<file path="config.mk">
export PLATFORM = sky130hd
export DESIGN_NAME = debug_trace_buffer
export DESIGN_NICKNAME = d
export VERILOG_FILES = /design/src/rtl/debug_trace_buffer_pkg.sv /design/src/rtl/debug_trace_buffer_ram.sv /design/src/rtl/debug_trace_buffer.sv
export SDC_FILE = /design/constraint.sdc
export NUM_CORES = 1
export LEC_CHECK = 0
export CORE_ASPECT_RATIO = 0.75
export CORE_UTILIZATION = 65
export DETAILED_ROUTE_END_ITERATION = 8
export GPL_ROUTABILITY_DRIVEN = 0
export PLACE_DENSITY = 0.84
export SLEW_MARGIN = 15
export SYNTH_ARGS = -nofsm -noshare
export SYNTH_HDL_FRONTEND = slang
export SYNTH_HIERARCHICAL = 1
export SYNTH_SLANG_ARGS = --single-unit
</file>
<file path="constraint.sdc">
create_clock -name clk -period 11 [get_ports clk]
set_input_delay 1.1 -clock clk [delete_from_list [all_inputs] [get_ports clk]]
set_output_delay 1.1 -clock clk [all_outputs]
set_load 0.02 [all_outputs]
</file>
<file path="src/rtl/debug_trace_buffer_pkg.sv">
// debug_trace_pkg: shared FSM state, trace entry layout and word count.
// Entry carries a timestamp only when DEBUG_TRACE_TIMESTAMP_EN is defined.
package debug_trace_pkg;

  typedef enum logic [1:0] {
    ARMED = 2'd0,
    POST  = 2'd1,
    DRAIN = 2'd2,
    DONE  = 2'd3
  } state_e;

`ifdef DEBUG_TRACE_TIMESTAMP_EN
  localparam int unsigned WORDS_PER_ENTRY = 4;

  typedef struct packed {
    logic [31:0] ts;
    logic [31:0] inst;
    logic [31:0] alu_out;
    logic [4:0]  write_reg;
    logic        reg_write;
  } entry_t;
`else
  localparam int unsigned WORDS_PER_ENTRY = 3;

  typedef struct packed {
    logic [31:0] inst;
    logic [31:0] alu_out;
    logic [4:0]  write_reg;
    logic        reg_write;
  } entry_t;
`endif

  function automatic logic [31:0] ctrl_word(entry_t e);
    return {26'b0, e.reg_write, e.write_reg};
  endfunction

endpackage

</file>
<file path="src/rtl/debug_trace_buffer_ram.sv">
// trace_ring_ram: DEPTH x entry_t storage, one sync write port, one async read port.
// Ports: clk, we_i/waddr_i/wdata_i write, raddr_i/rdata_o read.
module trace_ring_ram
  import debug_trace_pkg::*;
#(
  parameter int unsigned DEPTH = 16
) (
  input  logic                     clk,
  input  logic                     we_i,
  input  logic [$clog2(DEPTH)-1:0] waddr_i,
  input  entry_t                   wdata_i,
  input  logic [$clog2(DEPTH)-1:0] raddr_i,
  output entry_t                   rdata_o
);

  entry_t mem_q [DEPTH];

  always_ff @(posedge clk) begin
    if (we_i) mem_q[waddr_i] <= wdata_i;
  end

  // Combinational read: the drained word is valid the same cycle the
  // pointer moves, so the readout stream never bubbles.
  assign rdata_o = mem_q[raddr_i];

endmodule

</file>
<file path="src/rtl/debug_trace_buffer.sv">
// debug_trace_buffer: triggered ring capture of writeback snapshots, word-serial readout.
// Ports: cap_*, trig_*, arm in; rd_valid/rd_data/rd_last/rd_ready out; state_o, count_o. Option: DEBUG_TRACE_TIMESTAMP_EN.
module debug_trace_buffer
  import debug_trace_pkg::*;
#(
  parameter int unsigned DEPTH     = 16,
  parameter int unsigned POST_TRIG = 8
) (
  input  logic                   clk,
  input  logic                   rst_n,
  input  logic                   cap_valid,
  input  logic [31:0]            cap_inst,
  input  logic [31:0]            cap_alu_out,
  input  logic [4:0]             cap_write_reg,
  input  logic                   cap_reg_write,
  input  logic [31:0]            trig_inst,
  input  logic [31:0]            trig_mask,
  input  logic                   arm,
  output logic                   rd_valid,
  output logic [31:0]            rd_data,
  output logic                   rd_last,
  input  logic                   rd_ready,
  output logic [1:0]             state_o,
  output logic [$clog2(DEPTH):0] count_o
);

  localparam int unsigned AW = $clog2(DEPTH);
  localparam int unsigned PW = AW + 1;
  localparam logic [PW-1:0] POST_INIT = PW'(POST_TRIG);
  localparam logic [AW:0] FULL = (AW+1)'(DEPTH);
  localparam logic [1:0] LAST_WORD = 2'(WORDS_PER_ENTRY - 1);

  state_e        state_q, state_d;
  logic [AW-1:0] wptr_q, wptr_d;
  logic [AW-1:0] rptr_q, rptr_d;
  logic [AW:0]   count_q, count_d;
  logic [PW-1:0] post_q, post_d;
  logic [1:0]    word_q, word_d;
  logic          we;
  logic          match;
  entry_t        wentry;
  entry_t        rentry;

`ifdef DEBUG_TRACE_TIMESTAMP_EN
  logic [31:0] ts_q;

  always_ff @(posedge clk or negedge rst_n) begin
    if (!rst_n) ts_q <= '0;
    else        ts_q <= ts_q + 32'd1;
  end
`endif

  assign match = ((cap_inst ^ trig_inst) & trig_mask) == '0;

  always_comb begin
    wentry           = '0;
    wentry.inst      = cap_inst;
    wentry.alu_out   = cap_alu_out;
    wentry.write_reg = cap_write_reg;
    wentry.reg_write = cap_reg_write;
`ifdef DEBUG_TRACE_TIMESTAMP_EN
    wentry.ts        = ts_q;
`endif
  end

  always_comb begin
    state_d = state_q;
    wptr_d  = wptr_q;
    rptr_d  = rptr_q;
    count_d = count_q;
    post_d  = post_q;
    word_d  = word_q;
    we      = 1'b0;
    if (arm) begin
      state_d = ARMED;
      wptr_d  = '0;
      rptr_d  = '0;
      count_d = '0;
      post_d  = '0;
      word_d  = '0;
    end else begin
      case (state_q)
        ARMED, POST: begin
          if (cap_valid) begin
            we     = 1'b1;
            wptr_d = wptr_q + 1'b1;
            if (count_q != FULL) count_d = count_q + 1'b1;
            if (state_q == ARMED) begin
              if (match) begin
                if (POST_TRIG == 0) begin
                  state_d = DRAIN;
                end else begin
                  state_d = POST;
                  post_d  = POST_INIT;
                end
              end
            end else begin
              post_d = post_q - 1'b1;
              if (post_q == PW'(1)) state_d = DRAIN;
            end
            // Oldest entry sits count entries behind the write pointer;
            // a full ring wraps this back onto the write pointer.
            rptr_d = wptr_d - count_d[AW-1:0];
          end
        end
        DRAIN: begin
          if (rd_ready) begin
            if (word_q == LAST_WORD) begin
              word_d  = '0;
              rptr_d  = rptr_q + 1'b1;
              count_d = count_q - 1'b1;
              if (count_q == (AW+1)'(1)) state_d = DONE;
            end else begin
              word_d = word_q + 2'd1;
            end
          end
        end
        default: ;
      endcase
    end
  end

  always_ff @(posedge clk or negedge rst_n) begin
    if (!rst_n) begin
      state_q <= ARMED;
      wptr_q  <= '0;
      rptr_q  <= '0;
      count_q <= '0;
      post_q  <= '0;
      word_q  <= '0;
    end else begin
      state_q <= state_d;
      wptr_q  <= wptr_d;
      rptr_q  <= rptr_d;
      count_q <= count_d;
      post_q  <= post_d;
      word_q  <= word_d;
    end
  end

  trace_ring_ram #(
    .DEPTH(DEPTH)
  ) u_ram (
    .clk    (clk),
    .we_i   (we),
    .waddr_i(wptr_q),
    .wdata_i(wentry),
    .raddr_i(rptr_q),
    .rdata_o(rentry)
  );

  assign rd_valid = (state_q == DRAIN);
  assign rd_last  = rd_valid && (word_q == LAST_WORD)
                    && (count_q == (AW+1)'(1));
  assign state_o  = state_q;
  assign count_o  = count_q;

  always_comb begin
    rd_data = '0;
    if (rd_valid) begin
      case (word_q)
        2'd0:    rd_data = rentry.inst;
        2'd1:    rd_data = rentry.alu_out;
        2'd2:    rd_data = ctrl_word(rentry);
`ifdef DEBUG_TRACE_TIMESTAMP_EN
        2'd3:    rd_data = rentry.ts;
`endif
        default: rd_data = '0;
      endcase
    end
  end

endmodule

</file>
# Word level (Yosys, flattened, before mapping)
# Memory sizes are Yosys's and may differ from the RTL's.
# Cells that the tools add are included.
word_totals:
  ff_bits: 22
  latchBits: 0
  mem_bits_rw: 1120
  rom_bits: 0
  in_bits: 139
  output_inout_bits: 41
  word_cells: 91
  n_memories: 1
memory_table:
  columns: ["memory", "depth", "width", "rd", "rd_clocked_by_memory_dff", "wr", "line", "rtl"]
  rows:
  - ["u_ram.mem_q", 16, 70, 1, 0, 1, "debug_trace_buffer_ram.sv:16", "entry_t mem_q [DEPTH];"]
classes:
  addsub: 7
  n_mul: 0
  div: 0
  order_cmp: 0
  n_eq_ne: 15
  n_shift: 0
  n_mux: 42
  bitwise: 2
  n_reduce_logical: 17
ops:
  columns: ["operator", "count"]
  rows:
  - ["$pmux 32 s3", 1]
  - ["$mux 5", 13]
  - ["$and 32x32->32", 1]
  - ["$logic_not 32->1", 1]
  - ["$mux 32", 1]
  - ["$xor 32x32->32", 1]
  - ["$mux 4", 7]
  - ["$mux 2", 12]
  - ["$eq 5x1->1 const B", 2]
  - ["$pmux 5 s2", 1]
  - ["$sub 5x1->5 const B", 2]
  - ["$ne 3x2->1 const B", 3]
  - ["$ne 3x3->1 const B", 3]
  - ["$add 4x1->4 const B", 2]
  - ["$ne 4x4->1 const B", 2]
  - ["$pmux 4 s2", 1]
  - ["$reduce_bool 2->1", 4]
  - ["$reduce_and 7->1", 1]
  - ["$add 5x1->5 const B", 1]
  - ["$mux 1", 5]
  - ["$ne 5x5->1 const B", 1]
  - ["$reduce_and 5->1", 1]
  - ["$eq 2x1->1 const B", 2]
  - ["$eq 2x2->1 const B", 2]
  - ["10 further kinds", 13]

# Longest topological paths before layout
logic_depth:
  ltp_word: 9
  mapped_depth: 11
  ltp_nobuf: 11

# Hierarchy
# Netlist, hierarchy kept.
by_module_without_submodules:
  columns: ["mod", "n_inst", "cells_each", "area_each_um2", "seq_area_each_um2"]
  rows:
  - ["trace_ring_ram", 1, 1730, 41922.7, 33632.3]
  - ["debug_trace_buffer", 1, 327, 2590.0, 550.5]

# Least setup slack after synthesis
# OpenSTA, ideal clock, no wires.
synth_timing:
  path_kind: "input to register"
  start: "in arm"
  end: "mem u_ram/mem_q[0][0] (netlist bit), enable pin"
  setup_time_ns: 0.584
  t_arrival_ns: 7.073
  slack_ns: 3.343
  cell_stages: 6
  path_cell_list: "clkbuf_1 > clkbuf_1 > buf_1 > nor2_1 > or3b_1 > nor3_1"
synth_between:
  elab_chain_cells: 3
synth_rtl:
  columns: ["element", "line", "rtl"]
  rows:
  - ["start: declaration", "debug_trace_buffer.sv:18", "input logic arm,"]
  - ["$mux 1", "debug_trace_buffer.sv:74", "if (arm) begin"]
  - ["named net we", "debug_trace_buffer.sv:39", "logic we;"]
  - ["$mux 1", "debug_trace_buffer_ram.sv:19", "if (we_i) mem_q[waddr_i] <= wdata_i;"]
  - ["$mux 1 (not written as such)", "debug_trace_buffer_ram.sv:19", null]
  - ["end: declaration", "debug_trace_buffer_ram.sv:16", null]
# The timed path passes the listed nets, and every way through them passes these cells.

==> flow_summary_export.csv <==
group,metric,value,unit
sta,setup-violations-final,0,
worst_setup_path,register_to_register_path_depth,6,
synthesis,mappedNetlistArea,0.0445,mm^2
clock_tree,cts_setup_buffers,0,
synthesis,synth-seq-cells,1142,
power_and_ir_drop,clkPwrFrac,0.384,
global_route,first_global_vias,24100,
worst_setup_path,crit_path_start,"rptr_q[0]$_DFFE_PN0P_",
floorplanning,core-area,0.0673,mm^2
worst_setup_path,worstSetupStartpointType,"register",
drt,routed_via_density,7.19,
worst_setup_path,worst_path_class_setup,"register to output pin",
placed_design,port-buffer-count,179,
cells_and_area,multi_input_comb_area,0.00981,mm^2
worst_hold_path,hold_class,"register to register",
floorplanning,die_area,0.0695,mm^2
clock_tree,clock_tree.root_cell,"clkbuf_16",
clock_tree,post_cts.resized_instances,0,
synthesis,syn-mean-instance-area,21.6,um^2
sta,finalMaxSlewViolations,0,
drt,routed-via-count,23300,
global_route,gr-usage-all-layers,0.338,
sta,tightestPinTransition,1200,ps
global_route,gr-total-overflow,0,
worst_setup_path,required_worst_endpoint,9900,ps
drt,detail-route-antenna-nets,0,
drt,drt_iter0_markers,3445,
worst_setup_path,critical_path_peak_fanout,116,
clock_tree,tritoncts,"yes",
global_route,maximum_number_of_pins_on_one_net_before_global_route_repair,164,
worst_setup_path,timing.reg2reg.setup_slack,6530,ps
worst_setup_path,crit_path_end_kind,"output pin",
cells_and_area,share_of_post_route_cells_with_drive_strength_above_1,0.215,
global_route,grt_first_pass_wirelength,166000,um
synthesis,postSynthCellCount,2057,
drt,number_of_iterations_in_the_first_detailed_routing_pass,5,
drt,post-route-drc-count,0,
clock_tree,clkSinkCount,1142,
drt,drt-total-wl,115000,um
synthesis,synth.area.mux_share,0.149,
clock_tree,ctsHoldBuffers,0,
power_and_ir_drop,power_density_of_the_placed_cells,186,mW/mm^2
synthesis,synth-xor-area-share,0.00885,
worst_setup_path,critical_path.endpoint,"rd_data[1]",
run,max_cap_viol_count,0,
power_and_ir_drop,power.internal,0.00727,W
clock_tree,clock_latency,660,ps
clock_tree,cts_htree_levels,3,
sta,finalCritPeriodShare,0.553,
power_and_ir_drop,comb_power_share,0.102,
synthesis,yosysWarningCount,6,
sta,setup_tns,0,ps
clock_tree,clock_slew_at_reported_path_ffs,70,ps
sta,grt_setup_unrepaired,"false",
synthesis,synth_top_cells_by_area,"edfxtp_1 (76%), mux4_2 (14%), a22oi_1 (2.6%)",
cells_and_area,finalNetCount,2420,
synthesis,synth-edff-count,1120,
clock_tree,numCtsBuffers,101,
cells_and_area,area_delta_synth_final,13.8,%
floorplanning,top_level_ports,180,
outcome,status,"complete, no violations",
sta,fin_skew,19.6,ps
sta,max-slew-margin-rel,0.200,
cells_and_area,fillers,3388,
floorplanning,initial_core_utilization,0.661,
synthesis,synth_adder_area_share,0.00354,
synthesis,postSynth.topFlopCell,"edfxtp_1",
power_and_ir_drop,seq_power_share,0.514,
placed_design,post-dp-hpwl,57600,um
floorplanning,placement_rows,82,
floorplanning,fp.dieW,304,um
synthesis,seq_total_area_yosys,0.768,
power_and_ir_drop,leakagePower,15.7,nW
power_and_ir_drop,power_consumption,0.00942,W
sta,period_minus_slack,6090,ps
synthesis,ys_async_sr_fraction,0.0193,
power_and_ir_drop,ir_worst_vdd,0.139,mV
power_and_ir_drop,power.switching_fraction,0.229,
cells_and_area,flip_flop_and_latch_area,0.0342,mm^2
worst_setup_path,cp.arrival,4990,ps
synthesis,synth_top_area_share,0.756,
sta,timing.fmax,0.164,GHz
drt,avgRoutedWirePerCell,35.4,um
synthesis,synth_area_in_simple_gates,0.0209,
worst_setup_path,rr_startpoint,"state_o[1]$_DFFE_PN0P_",
clock_tree,max-clock-path-buffers,3,
synthesis,netlist-cell-type-count,56,
global_route,number_of_antenna_violations_at_the_first_check_in_global_routing,7,
synthesis,largest_family_of_logic_cells_by_synthesized_area,"multiplexers",
synthesis,yosysTopAreaCell,"edfxtp_1",
floorplanning,floorplan.die.height,229,um
sta,timing.final.hold_violations,0,
synthesis,synth-compound-area-share,0.0347,
cells_and_area,non_filler_instance_count_after_layout,3239,
power_and_ir_drop,power.net_switching,0.00215,W
worst_setup_path,crit-reg2reg-capture,"u_ram/mem_q[12][33]$_DFFE_PP_",
placed_design,placedCellCount,3048,
synthesis,postSynthNetCount,2208,
## state kept, by name, summed over array words and instances, names as in the netlist
signal	count
rptr_q	4
post_q	5
wptr_q	4
word_q	2
u_ram/mem_q	1120
state_o	2
count_o	5
## worst min-delay path by stage
stage	from	end	slack, ps	cells after the start
CTS	post_q[4]$_DFFE_PN0P_	post_q[4]$_DFFE_PN0P_	610	2
global route	post_q[4]$_DFFE_PN0P_	post_q[4]$_DFFE_PN0P_	640	2
floorplan	rptr_q[3]$_DFFE_PN0P_	rptr_q[3]$_DFFE_PN0P_	530	2
finish	post_q[3]$_DFFE_PN0P_	post_q[3]$_DFFE_PN0P_	620	1
detailed placement	post_q[3]$_DFFE_PN0P_	post_q[3]$_DFFE_PN0P_	600	1
global placement	post_q[3]$_DFFE_PN0P_	post_q[3]$_DFFE_PN0P_	590	1
## final cells by class
class	count	share of cell area
antenna	4	0.000198
clock buffer	116	0.0518
clock inverter	71	0.0147
multi-input combinational	793	0.194
sequential	1142	0.675
timing repair buffer	223	0.0426
inverter	8	0.000593
tap	882	0.0218
## routing by layer
layer,share of wire,track usage
met1,0.34,0.458
met2,0.48,0.541
met3,0.12,0.0759
met4,0.048,0.143
met5,0.00038,0
## kinds of logic (layout without fill, tap and decap cells)
kind of cell | after synthesis | after routing
compound gates | 213 | 213
xor+xnor | 45 | 45
fa+ha+maj | 12 | 12
buf+inv | 122 | 418
flops | 1142 | 1142
mux | 313 | 313
other cells | 0 | 4
simple gates | 210 | 210
## synthesized netlist by cell type (4+ instances only)
master,instances
xor2_1,37
buf_4,8
ha_1,11
nor2b_1,4
buf_6,19
buf_1,8
nand4_1,4
xnor2_1,8
nor2_1,71
mux2i_1,32
a22oi_1,156
nand2_1,85
o21ai_0,13
nor4_1,4
nand3b_1,4
buf_2,30
dfrtp_1,22
nand3_1,8
nor3b_1,4
edfxtp_1,1120
nor3_1,10
clkbuf_1,49
mux4_2,280
a21oi_1,22
inv_1,7
nand2b_1,6
## power by group through the flow
stage	registers (W)	logic, W	clock network (W)
after floorplan	0.00492	0.000590	0
after global placement	0.00493	0.000892	0
after detailed placement	0.00494	0.000923	0
after CTS	0.00484	0.000949	0.00364
after global routing	0.00485	0.00100	0.00380
final	0.00484	0.000957	0.00361
## metrics by stage
stage | hold slack [ps] | utilization | area [um^2] | setup slack [ps]
floorplan | 529 | - | 44500 | 3340
global placement | 587 | 0.703 | 47300 | 5570
detailed placement | 596 | 0.703 | 47300 | 5590
CTS | 610 | 0.753 | 50700 | 4820
global route | 643 | 0.753 | 50700 | 4510
finish | 616 | 0.753 | 50700 | 4910
## cell usage in the layout (no fill, tap or decap), types with 27 or more instances in the layout
cell / instances
buf_4: 41
clkbuf_16: 103
clkdlybuf4s50_1: 179
clkinv_1: 27
a22oi_1: 156
nor2_1: 58
xor2_1: 37
mux2i_1: 32
nand2_1: 85
mux4_2: 280
edfxtp_1: 1120
## critical path: stages (launching register included)
cell             delay (ps)
dfrtp_4                 780
buf_4                   570
buf_12                  750
mux4_2                  630
a22oi_1                 250
nand2_1                 100
mux2i_1                 250
nor2_1                  100
a21oi_1                 170
nor2_1                   70
clkdlybuf4s50_1         550
Power figures use the tool's default switching activity.
